<file path="config.mk">
export PLATFORM = sky130hd
export DESIGN_NAME = mem_arbiter
export DESIGN_NICKNAME = d
export VERILOG_FILES = /design/src/rtl/mem_arbiter.sv
export SDC_FILE = /design/constraint.sdc
export NUM_CORES = 1
export LEC_CHECK = 0
export CORE_ASPECT_RATIO = 1.5
export CORE_MARGIN = 2
export CORE_UTILIZATION = 44
export DETAILED_ROUTE_END_ITERATION = 7
export PLACE_DENSITY = 0.82
export SKIP_CTS_REPAIR_TIMING = 1
export SYNTH_ARGS = -nofsm -noshare
export SYNTH_HDL_FRONTEND = slang
export SYNTH_SLANG_ARGS = --single-unit
</file>
<file path="constraint.sdc">
create_clock -name clk -period 2.8 [get_ports clk]
set_input_delay 0.56 -clock clk [delete_from_list [all_inputs] [get_ports clk]]
set_output_delay 0.56 -clock clk [all_outputs]
set_load 0.02 [all_outputs]
</file>
<file path="src/rtl/mem_arbiter.sv">
// mem_arbiter
//   Shares one single-port, fixed-latency memory between the instruction-fetch
//   requester (IF) and the data-access requester (D). One transaction is in
//   flight at a time. D has priority. A starvation counter forces an IF grant
//   after STARVE_LIM consecutive D grants made while IF was waiting.
//
//   Parameters:
//     ADDR_W     address width
//     DATA_W     data width
//     MEM_LAT    cycles from the mem_en cycle to mem_rdata valid (>= 1)
//     STARVE_LIM consecutive D grants with IF pending before IF is forced (>= 1)
//
//   Ports:
//     clk, rst                    clock, synchronous active-high reset
//     if_req/if_addr              fetch request, held until if_ready
//     if_ready/if_rdata           fetch completion pulse / last fetched word
//     d_req/d_we/d_addr/d_wdata   data request, held until d_ready
//     d_ready/d_rdata             data completion pulse / last read word
//     mem_en/mem_we               memory strobe (one cycle per transaction) / write strobe
//     mem_addr/mem_wdata          latched address and write data
//     mem_rdata                   memory read data, valid MEM_LAT cycles after mem_en
//     busy                        transaction in flight
//     owner                       0 = IF, 1 = D; current or last grant
module mem_arbiter #(
    parameter int ADDR_W     = 32,
    parameter int DATA_W     = 32,
    parameter int MEM_LAT    = 2,
    parameter int STARVE_LIM = 4
) (
    input  logic              clk,
    input  logic              rst,
    input  logic              if_req,
    input  logic [ADDR_W-1:0] if_addr,
    output logic              if_ready,
    output logic [DATA_W-1:0] if_rdata,
    input  logic              d_req,
    input  logic              d_we,
    input  logic [ADDR_W-1:0] d_addr,
    input  logic [DATA_W-1:0] d_wdata,
    output logic              d_ready,
    output logic [DATA_W-1:0] d_rdata,
    output logic              mem_en,
    output logic              mem_we,
    output logic [ADDR_W-1:0] mem_addr,
    output logic [DATA_W-1:0] mem_wdata,
    input  logic [DATA_W-1:0] mem_rdata,
    output logic              busy,
    output logic              owner
);

    typedef enum logic [1:0] {IDLE, ISSUE, WAIT, DONE} state_t;

    localparam int CNT_W = (MEM_LAT > 1) ? $clog2(MEM_LAT) : 1;
    localparam int STV_W = $clog2(STARVE_LIM + 1);

    localparam logic [CNT_W-1:0] WAIT_INIT = CNT_W'(MEM_LAT - 1);
    localparam logic [STV_W-1:0] STV_MAX   = STV_W'(STARVE_LIM);

    state_t             state;
    logic [CNT_W-1:0]   wait_cnt;
    logic [STV_W-1:0]   starve_cnt;
    logic               we_q;
    logic               grant_d;

    // D wins whenever it asks, except when IF has been passed over
    // STARVE_LIM times in a row and is still asking.
    assign grant_d = d_req && !(if_req && (starve_cnt == STV_MAX));

    assign busy = (state != IDLE);

    // NOTE: sequential state uses non-blocking assignments so every register
    // samples pre-edge values and simulation order cannot change the result.
    always_ff @(posedge clk) begin
        if (rst) begin
            state      <= IDLE;
            wait_cnt   <= '0;
            starve_cnt <= '0;
            we_q       <= 1'b0;
            owner      <= 1'b0;
            mem_en     <= 1'b0;
            mem_we     <= 1'b0;
            mem_addr   <= '0;
            mem_wdata  <= '0;
            if_ready   <= 1'b0;
            d_ready    <= 1'b0;
            if_rdata   <= '0;
            d_rdata    <= '0;
        end else begin
            // Strobes and ready pulses are single-cycle; they are re-asserted
            // only on the transition that needs them.
            mem_en   <= 1'b0;
            mem_we   <= 1'b0;
            if_ready <= 1'b0;
            d_ready  <= 1'b0;

            case (state)
                IDLE: begin
                    if (if_req || d_req) begin
                        owner    <= grant_d;
                        we_q     <= grant_d && d_we;
                        mem_addr <= grant_d ? d_addr : if_addr;
                        if (grant_d) begin
                            mem_wdata <= d_wdata;
                        end
                        // Count only D grants that actually made IF wait.
                        if (grant_d && if_req) begin
                            starve_cnt <= (starve_cnt == STV_MAX) ? STV_MAX
                                                                  : starve_cnt + 1'b1;
                        end else begin
                            starve_cnt <= '0;
                        end
                        // Strobe is registered, so it is high during ISSUE.
                        mem_en <= 1'b1;
                        mem_we <= grant_d && d_we;
                        state  <= ISSUE;
                    end
                end

                ISSUE: begin
                    wait_cnt <= WAIT_INIT;
                    state    <= WAIT;
                end

                WAIT: begin
                    if (wait_cnt == '0) begin
                        // mem_rdata is valid this cycle; writes leave rdata alone.
                        if (!we_q) begin
                            if (owner) begin
                                d_rdata <= mem_rdata;
                            end else begin
                                if_rdata <= mem_rdata;
                            end
                        end
                        if_ready <= !owner;
                        d_ready  <= owner;
                        state    <= DONE;
                    end else begin
                        wait_cnt <= wait_cnt - 1'b1;
                    end
                end

                DONE: begin
                    state <= IDLE;
                end

                default: begin
                    state <= IDLE;
                end
            endcase
        end
    end

endmodule

</file>
Yosys cells after proc, flatten, opt, wreduce, memory -nomap -nowiden --
Cells that the tools add are included.
Storage, ports and cells: register bits after elaboration 140, bits in latches 0, RAM bits 0, ROM bits 0, output and inout port bits 134, memories kept 0
Operators by class: $add $sub $neg 2, multipliers 0, divide/modulo/power cells 0, magnitude comparators 0, eq/ne operators 6, shift-type cells 0, mux-type cells 9, bitwise gates (word level) 6, reduce and logical (&&, ||, !) cells 18
Operators by type and width (count):
- $mux 32 | 1
- $pmux 2 s4 | 1
- $reduce_and 4->1 | 2
- $mux 3 | 2
- $not 1->1 | 6
- $reduce_or 3->1 | 2
- $eq 2x2->1 const B | 2
- $logic_and 1x1->1 | 4
- $mux 2 | 2
- $ne 2x2->1 const B | 2
- $reduce_and 2->1 | 2
- $reduce_bool 2->1 | 2
- $add 3x1->3 const B | 1
- $eq 3x3->1 const B | 1
- $reduce_and 3->1 | 1
- $eq 2x1->1 const B | 1
- $logic_not 1->1 | 2
- $logic_not 2->1 | 1
- $mux 1 | 2
- $pmux 1 s2 | 1
- $reduce_or 2->1 | 1
- $logic_or 1x1->1 | 1
- $sub 1x1->1 const B | 1

Depth between registers and ports, before layout --
Gate-level depths: netlist of the first run.
word-level depth 6, mapped depth 7, gate-level depth less buffers 5

Worst setup path before layout of the first run --
Ideal clock, no wire load.
path type reg2reg, start point reg state[0], end point reg if_rdata[0], data arrival time 1456 ps, data required time 2668 ps, slack 1212 ps, stages on the path, launching flop included 8, buffers on the path 2, cell sequence dfxtp_1 > inv_1 > ha_1 > or4b_1 > buf_2 > buf_6 > nand2_1 > a21oi_1
Between the ends: cells in the longest elaborated chain, start to end 2
RTL lines:
- start, declared | line 59 | state_t state;
- start signal, assigned | line 75 | state <= IDLE;
- start signal, assigned | line 115 | state <= ISSUE;
- start signal, assigned | line 121 | state <= WAIT;
- $eq 2x2->1 | line 96 | case (state)
- $reduce_and 4->1 (no line)
- end signal, assigned | line 131 | if_rdata <= mem_rdata;
- end, declared | line 35 | output logic [DATA_W-1:0] if_rdata,
Every way passes these cells. A chain may end at the register's enable or synchronous reset.

Worst setup path in the final report of the first run --
start point reg state[1], end point out busy
Between the ends: cells in the longest elaborated chain, start to end 1
RTL lines:
- $reduce_bool 2->1 | line 69 | assign busy = (state != IDLE);
- end, declared | line 47 | output logic busy,
Every way passes these cells.

==> flow_metrics.tcl, run 1 <==
set metrics [dict create \
    status "complete, no violations" \
    synth-seq-cells 140 \
    cp_top_family "buffers and inverters" \
    synthDistinctLibCells 32 \
    clkSinkCount 140 \
    finalSetupViolCount 0 \
    yosys_warnings 0 \
    fin_setup_tns_ps 0 \
    skew_ps 9.782 \
    insertion_delay_ps 410 \
    antenna_found_initial 0 \
    hold_class "flop to flop" \
    p_switching_mw 2.378 \
    fp.dieH_um 140.7 \
    crit_top_cell "inv_1" \
    drive_gt1_share_pct 5.142 \
    maxSlewHeadroom_pct 20.68 \
    worstPathRequired_ps 2240 \
    io_buffers 266 \
    fillers 886 \
    peakVddDrop_mv 0.5446 \
    syn_inst 672 \
    grt_pass1_wl_um 28390 \
    drv_slew 0 \
    postLayoutCoreUtil_pct 73.11 \
    finalNetCount 1041 \
    p_seq_share_pct 33.9 \
    maxCapViolCount 0 \
    synth_top_cells_by_count "dfxtp_1 (140), nand2_1 (131), a21oi_1 (100), nand3_1 (68), o21ai_0 (65)" \
    rsz0062_at_grt "false" \
    cts_tree "built" \
    synth_top_area_share_pct 51.16 \
    clock-root-buffer "clkbuf_16" \
    crit_slowest_cell "clkdlybuf4s50_1" \
    syn_area_mm2 0.005478 \
    vias 5889 \
    worst_slew_pin_slew_ps 1190 \
    path_class "flop to output port" \
    via_per_inst 5.519 \
    dp_hpwl_um 12790 \
    power_density_mw_per_mm2 857.8 \
    async_reset_ff_share_pct 0 \
    first_global_vias 5925 \
    dp_slack_ps 455.0 \
    grt_max_degree 58 \
    synth_nets 810 \
    clock_path_buffers 2 \
    p_int_mw 5.196 \
    leakage_nw 3.089 \
    syn_area_per_cell_um2 8.151 \
    numCtsBuffers 17 \
    ys_seq_area_share_pct 51.16 \
    ys.flop_type "dfxtp_1" \
    synthTopCellsByArea "dfxtp_1 (51%), a21oi_1 (9.1%), nand2_1 (9.0%)" \
    switching_share_pct 31.40 \
    arrival_ps 1790 \
    crit_path_end_kind "output port" \
    r2r_start "state[0]" \
    overflow 0 \
    area_growth_pct 61.19 \
    place_area_mm2 0.008155 \
    worstPathMaxFanout 8 \
    crit_buf_inv 3 \
    ant_nets 0 \
    synthMostInstantiatedCell "dfxtp_1" \
    drt_iter0_drc 299 \
    crit_chain "inv_1 -> ha_1 -> inv_1 -> clkdlybuf4s50_1" \
    htree_levels 4 \
    worstHoldStart "if_rdata[31]" \
    antenna_cells 0 \
    clk_pin_slew_ps 50 \
    cp-start-kind "flop" \
    gp_congestion 0.8542 \
    die_area_mm2 0.01338 \
    fin_ws_ps 446.2 \
    globalRouteTotalUtil_pct 26.93 \
    final_cell_count_no_fill 1067 \
    fp-row-count 49 \
    numPlacedInstances 1037 \
    synth-edff-count 0 \
    final_cell_area_mm2 0.008830 \
    pin_count 267 \
    core-area_mm2 0.01208 \
    initial_core_util_pct 45.35 \
    wl_per_cell_um 17.12 \
    wl_um 18260 \
    min_period_over_period_pct 84.06 \
    pwr-share-clk_pct 34.0 \
    combPwrFrac_pct 32.1 \
    drc 0 \
    dr.pass1.iters 5 \
    max_freq_mhz 424.9 \
    cp_slowest_stage_delay_ps 620 \
    die_w_um 95.10 \
    hold_viol_final 0 \
    period_minus_slack_ps 2354 \
    crit_start "state[1]" \
    yosys.area.top_type "dfxtp_1" \
]
[area by class of cell]
cell class	instances	area (um^2)	area share [%]
Multi-Input combinational cell	460	2338	26.48
Tap cell	153	191.4	2.168
Inverter	6	22.52	0.2551
Clock buffer	18	429.2	4.860
Sequential cell	140	2803	31.74
Timing Repair Buffer	278	2800	31.71
Clock inverter	12	245.2	2.777
[layer usage]
layer	track usage (%)	vias to the layer above	wire, um
met5	0	-	0
met4	10.76	0	535
met3	8.445	42	1316
met2	49.48	276	9939
met1	27.53	2769	6471
li1	-	2802	-
[flip-flops by register name, indices dropped and copies added (netlist names)]
register,flops
owner,1
if_ready,1
mem_wdata,32
mem_we,1
we_q,1
if_rdata,32
mem_en,1
mem_addr,32
wait_cnt,1
starve_cnt,3
d_rdata,32
state,2
d_ready,1
[cell families after synthesis]
kind of cell,synth area share (%)
buffers and inverters,6.281
DFF,51.16
adders and majority gates,1.142
and+or+nand+nor,19.92
AOI/OAI and AO/OA,21.49
[final timing paths]
path,end,slack (ps),depth (start not counted)
setup reg to reg,if_rdata[8],580,5
hold / removal,if_rdata[31],450,2
setup / recovery,busy,450,4
hold reg to reg,if_rdata[31],450,2
[power by group through the flow]
stage               clock network, mW  logic [mW]  registers [mW]
finish                           2.57        2.43            2.57
global route                     2.69        2.61            2.61
CTS                              2.60        2.43            2.57
detailed placement                  0        2.41            2.60
global placement                    0        2.34            2.59
floorplan                           0       0.931            2.97
[cells in the final DEF, fill, tap and decap left out, types with 2 or more instances in the layout]
master | Yosys | layout
nand3_1 | 68 | 67
nor2_1 | 39 | 39
nand2_1 | 131 | 131
inv_1 | 6 | 6
a211oi_1 | 2 | 2
clkinv_2 | 0 | 2
clkdlybuf4s50_1 | 0 | 265
dfxtp_1 | 140 | 140
ha_1 | 5 | 5
o21ai_0 | 65 | 65
a311oi_1 | 33 | 33
buf_12 | 0 | 4
clkinv_4 | 0 | 2
bufinv_16 | 0 | 7
a21oi_1 | 100 | 100
buf_4 | 6 | 9
clkbuf_16 | 0 | 17
[worst register-to-register path: stages, from the launching register on]
cell and delay [ps]:
dfxtp_1 310, inv_1 100, ha_1 320, or4b_1 1000
nand2_1 280, a21oi_1 90
[stage by stage]
stage,power [mW],hold WS (ps)
2_1_floorplan,3.904,485.7
3_3_place_gp,4.933,441.6
3_5_place_dp,5.013,448.7
4_1_cts,7.596,453.8
5_1_grt,7.907,466.9
6_report,7.574,454.5
(Power assumes the default switching activity.)
==> run 2: changes to the inputs <==
--- a/config.mk
+++ b/config.mk
@@ -7,9 +7,9 @@
 export LEC_CHECK = 0
 export CORE_ASPECT_RATIO = 1.5
 export CORE_MARGIN = 2
-export CORE_UTILIZATION = 44
+export CORE_UTILIZATION = 41
 export DETAILED_ROUTE_END_ITERATION = 7
-export PLACE_DENSITY = 0.82
+export PLACE_DENSITY = 0.77
 export SKIP_CTS_REPAIR_TIMING = 1
 export SYNTH_ARGS = -nofsm -noshare
 export SYNTH_HDL_FRONTEND = slang
==> constraint.sdc (replaced) <==
create_clock -name clk -period 2.4 [get_ports clk]
set_input_delay 0.48 -clock clk [delete_from_list [all_inputs] [get_ports clk]]
set_output_delay 0.48 -clock clk [all_outputs]
set_load 0.02 [all_outputs]
==> run 2 against run 1 <==
Compared with the run above:
- clock skew about the same
- sequential power up 16%
- core utilization shrank 5.1 points
- combinational power grew 17%
- first-iteration DRC count is 13% lower
- total power increased by 14%
- clock power grew 9.3%
- via count decreased by 4.1%
- global-route usage fell by 3.5 points
- register-to-register slack better by 50 ps
- die area rose by 7.1%
- critical path type unchanged
==> flow_metrics.tcl, run 2 (same netlist as run 1, synthesis figures left out) <==
set metrics [dict create \
    status "complete, no violations" \
    worstPathRequired_ps 1920 \
    die_w_um 98.38 \
    setup.worst_path.end "owner" \
    power_density_mw_per_mm2 973.3 \
    cp-start-kind "flop" \
    path_class "flop to output port" \
    crit_start "owner" \
    use_met3_pct 5.956 \
    hold_class "flop to flop" \
    numPlacedInstances 1048 \
    layout_commonest_cell "clkdlybuf4s50_1" \
    postLayoutCoreUtil_pct 68.02 \
    hold_viol_final 0 \
    crit_slowest_cell "clkdlybuf4s50_1" \
    grt_max_degree 66 \
    drt_iter0_drc 259 \
    area_growth_pct 61.65 \
    cts_tree "built" \
    maxCapViolCount 0 \
    htree_levels 4 \
    min_period_over_period_pct 86.78 \
    vias 5645 \
    initial_core_util_pct 42.08 \
    cp.depth 1 \
    arrival_ps 1600 \
    wl_um 17190 \
    drive_gt1_share_pct 5.972 \
    finalNetCount 1046 \
    core-area_mm2 0.01302 \
    globalRouteTotalUtil_pct 23.46 \
    final_cell_area_mm2 0.008855 \
    r2r_end "if_rdata[19]" \
    insertion_delay_ps 410 \
    numCtsBuffers 17 \
    worst_slew_pin_slew_ps 604.8 \
    maxSlewHeadroom_pct 59.68 \
    finalSetupViolCount 0 \
    via_per_inst 5.227 \
    r2r_start "state[0]" \
    peakVddDrop_mv 0.5799 \
    final_cell_count_no_fill 1080 \
    crit_buf_inv 1 \
    max_freq_mhz 480.1 \
    ant_nets 0 \
    top_usage_layer "met2" \
    mostFrequentLayoutCells "clkdlybuf4s50_1 (264), dfxtp_1 (140), nand2_1 (131)" \
    drc 0 \
    fin_setup_tns_ps 0 \
    dr.pass1.iters 5 \
    leakage_nw 3.115 \
    grtUsageMet2_pct 42.38 \
    crit_chain "clkdlybuf4s50_1" \
    wl_per_cell_um 15.92 \
    drv_slew 0 \
    r2r_slack_ps 630 \
    place_area_mm2 0.008213 \
    antenna_cells 0 \
    dp_hpwl_um 11780 \
    overflow 0 \
    use_met1_pct 25.17 \
    crit_path_end_kind "output port" \
    clkSinkCount 140 \
    worstPathMaxFanout 8 \
    first_global_vias 5457 \
    clock_path_buffers 2 \
    io_buffers 266 \
    clk_pin_slew_ps 60 \
    fp-row-count 51 \
    fp.dieH_um 145.6 \
    die_area_mm2 0.01432 \
    cp_slowest_stage_delay_ps 690 \
    skew_ps 10.08 \
    antenna_found_initial 0 \
    pin_count 267 \
    fillers 1141 \
    r2r_cells 6 \
    period_minus_slack_ps 2083 \
    gp_congestion 0.8042 \
    rsz0062_at_grt "false" \
    grt_pass1_wl_um 27410 \
    clock-root-buffer "clkbuf_16" \
    cp_top_family "buffers and inverters" \
]
run 2: changes by cell type in the layout (fill, tap and decap cells not counted), sizes merged:
cell,delta
buf,+5
bufinv,-3
inv,+3
clkbuf,+1
clkdlybuf4s50,-1
clkinv,+1
dlymetal6s2s,+1
run 2: power by group:
group | internal, mW | switching [mW]
clock | 1.80 | 1.01
combinational | 1.31 | 1.53
sequential | 2.74 | 0.224
run 2: worst min-delay path by stage:
stage | slack, ps | to | startpoint | cells past startpoint
6_report | 450 | d_rdata[8] | d_rdata[8] | 2
5_1_grt | 470 | d_rdata[17] | d_rdata[17] | 2
4_1_cts | 450 | d_rdata[8] | d_rdata[8] | 2
3_5_place_dp | 450 | d_rdata[8] | d_rdata[8] | 2
3_3_place_gp | 440 | d_rdata[19] | d_rdata[19] | 2
2_1_floorplan | 490 | starve_cnt[2] | starve_cnt[2] | 1
run 2: per-stage QoR:
| step | setup slack [ps] | power (mW) | hold WS [ps] |
|---|---|---|---|
| floorplan | 812.3 | 4.555 | 485.7 |
| global placement | 321.5 | 5.820 | 440.1 |
| detailed placement | 268.8 | 5.865 | 445.5 |
| CTS | 48.44 | 8.705 | 453.6 |
| global route | 257.2 | 9.029 | 467.4 |
| finish | 317.3 | 8.618 | 451.0 |
run 2: area by class of cell:
cell class              instances  area, um^2  share of cell area [%]
clock buffers                  19       452.9                   5.115
flip-flops and latches        140        2803                   31.65
repair buffers                283        2853                   32.22
inverters                       6       22.52                  0.2543
well taps                     159       198.9                   2.247
multi-input cells             460        2338                   26.41
clock inverters                13       186.4                   2.105
run 2: routing by layer:
layer	vias up	share of wire, %
li1	2815	-
met1	2599	37
met2	197	53
met3	34	5.9
met4	0	3.2
met5	-	0
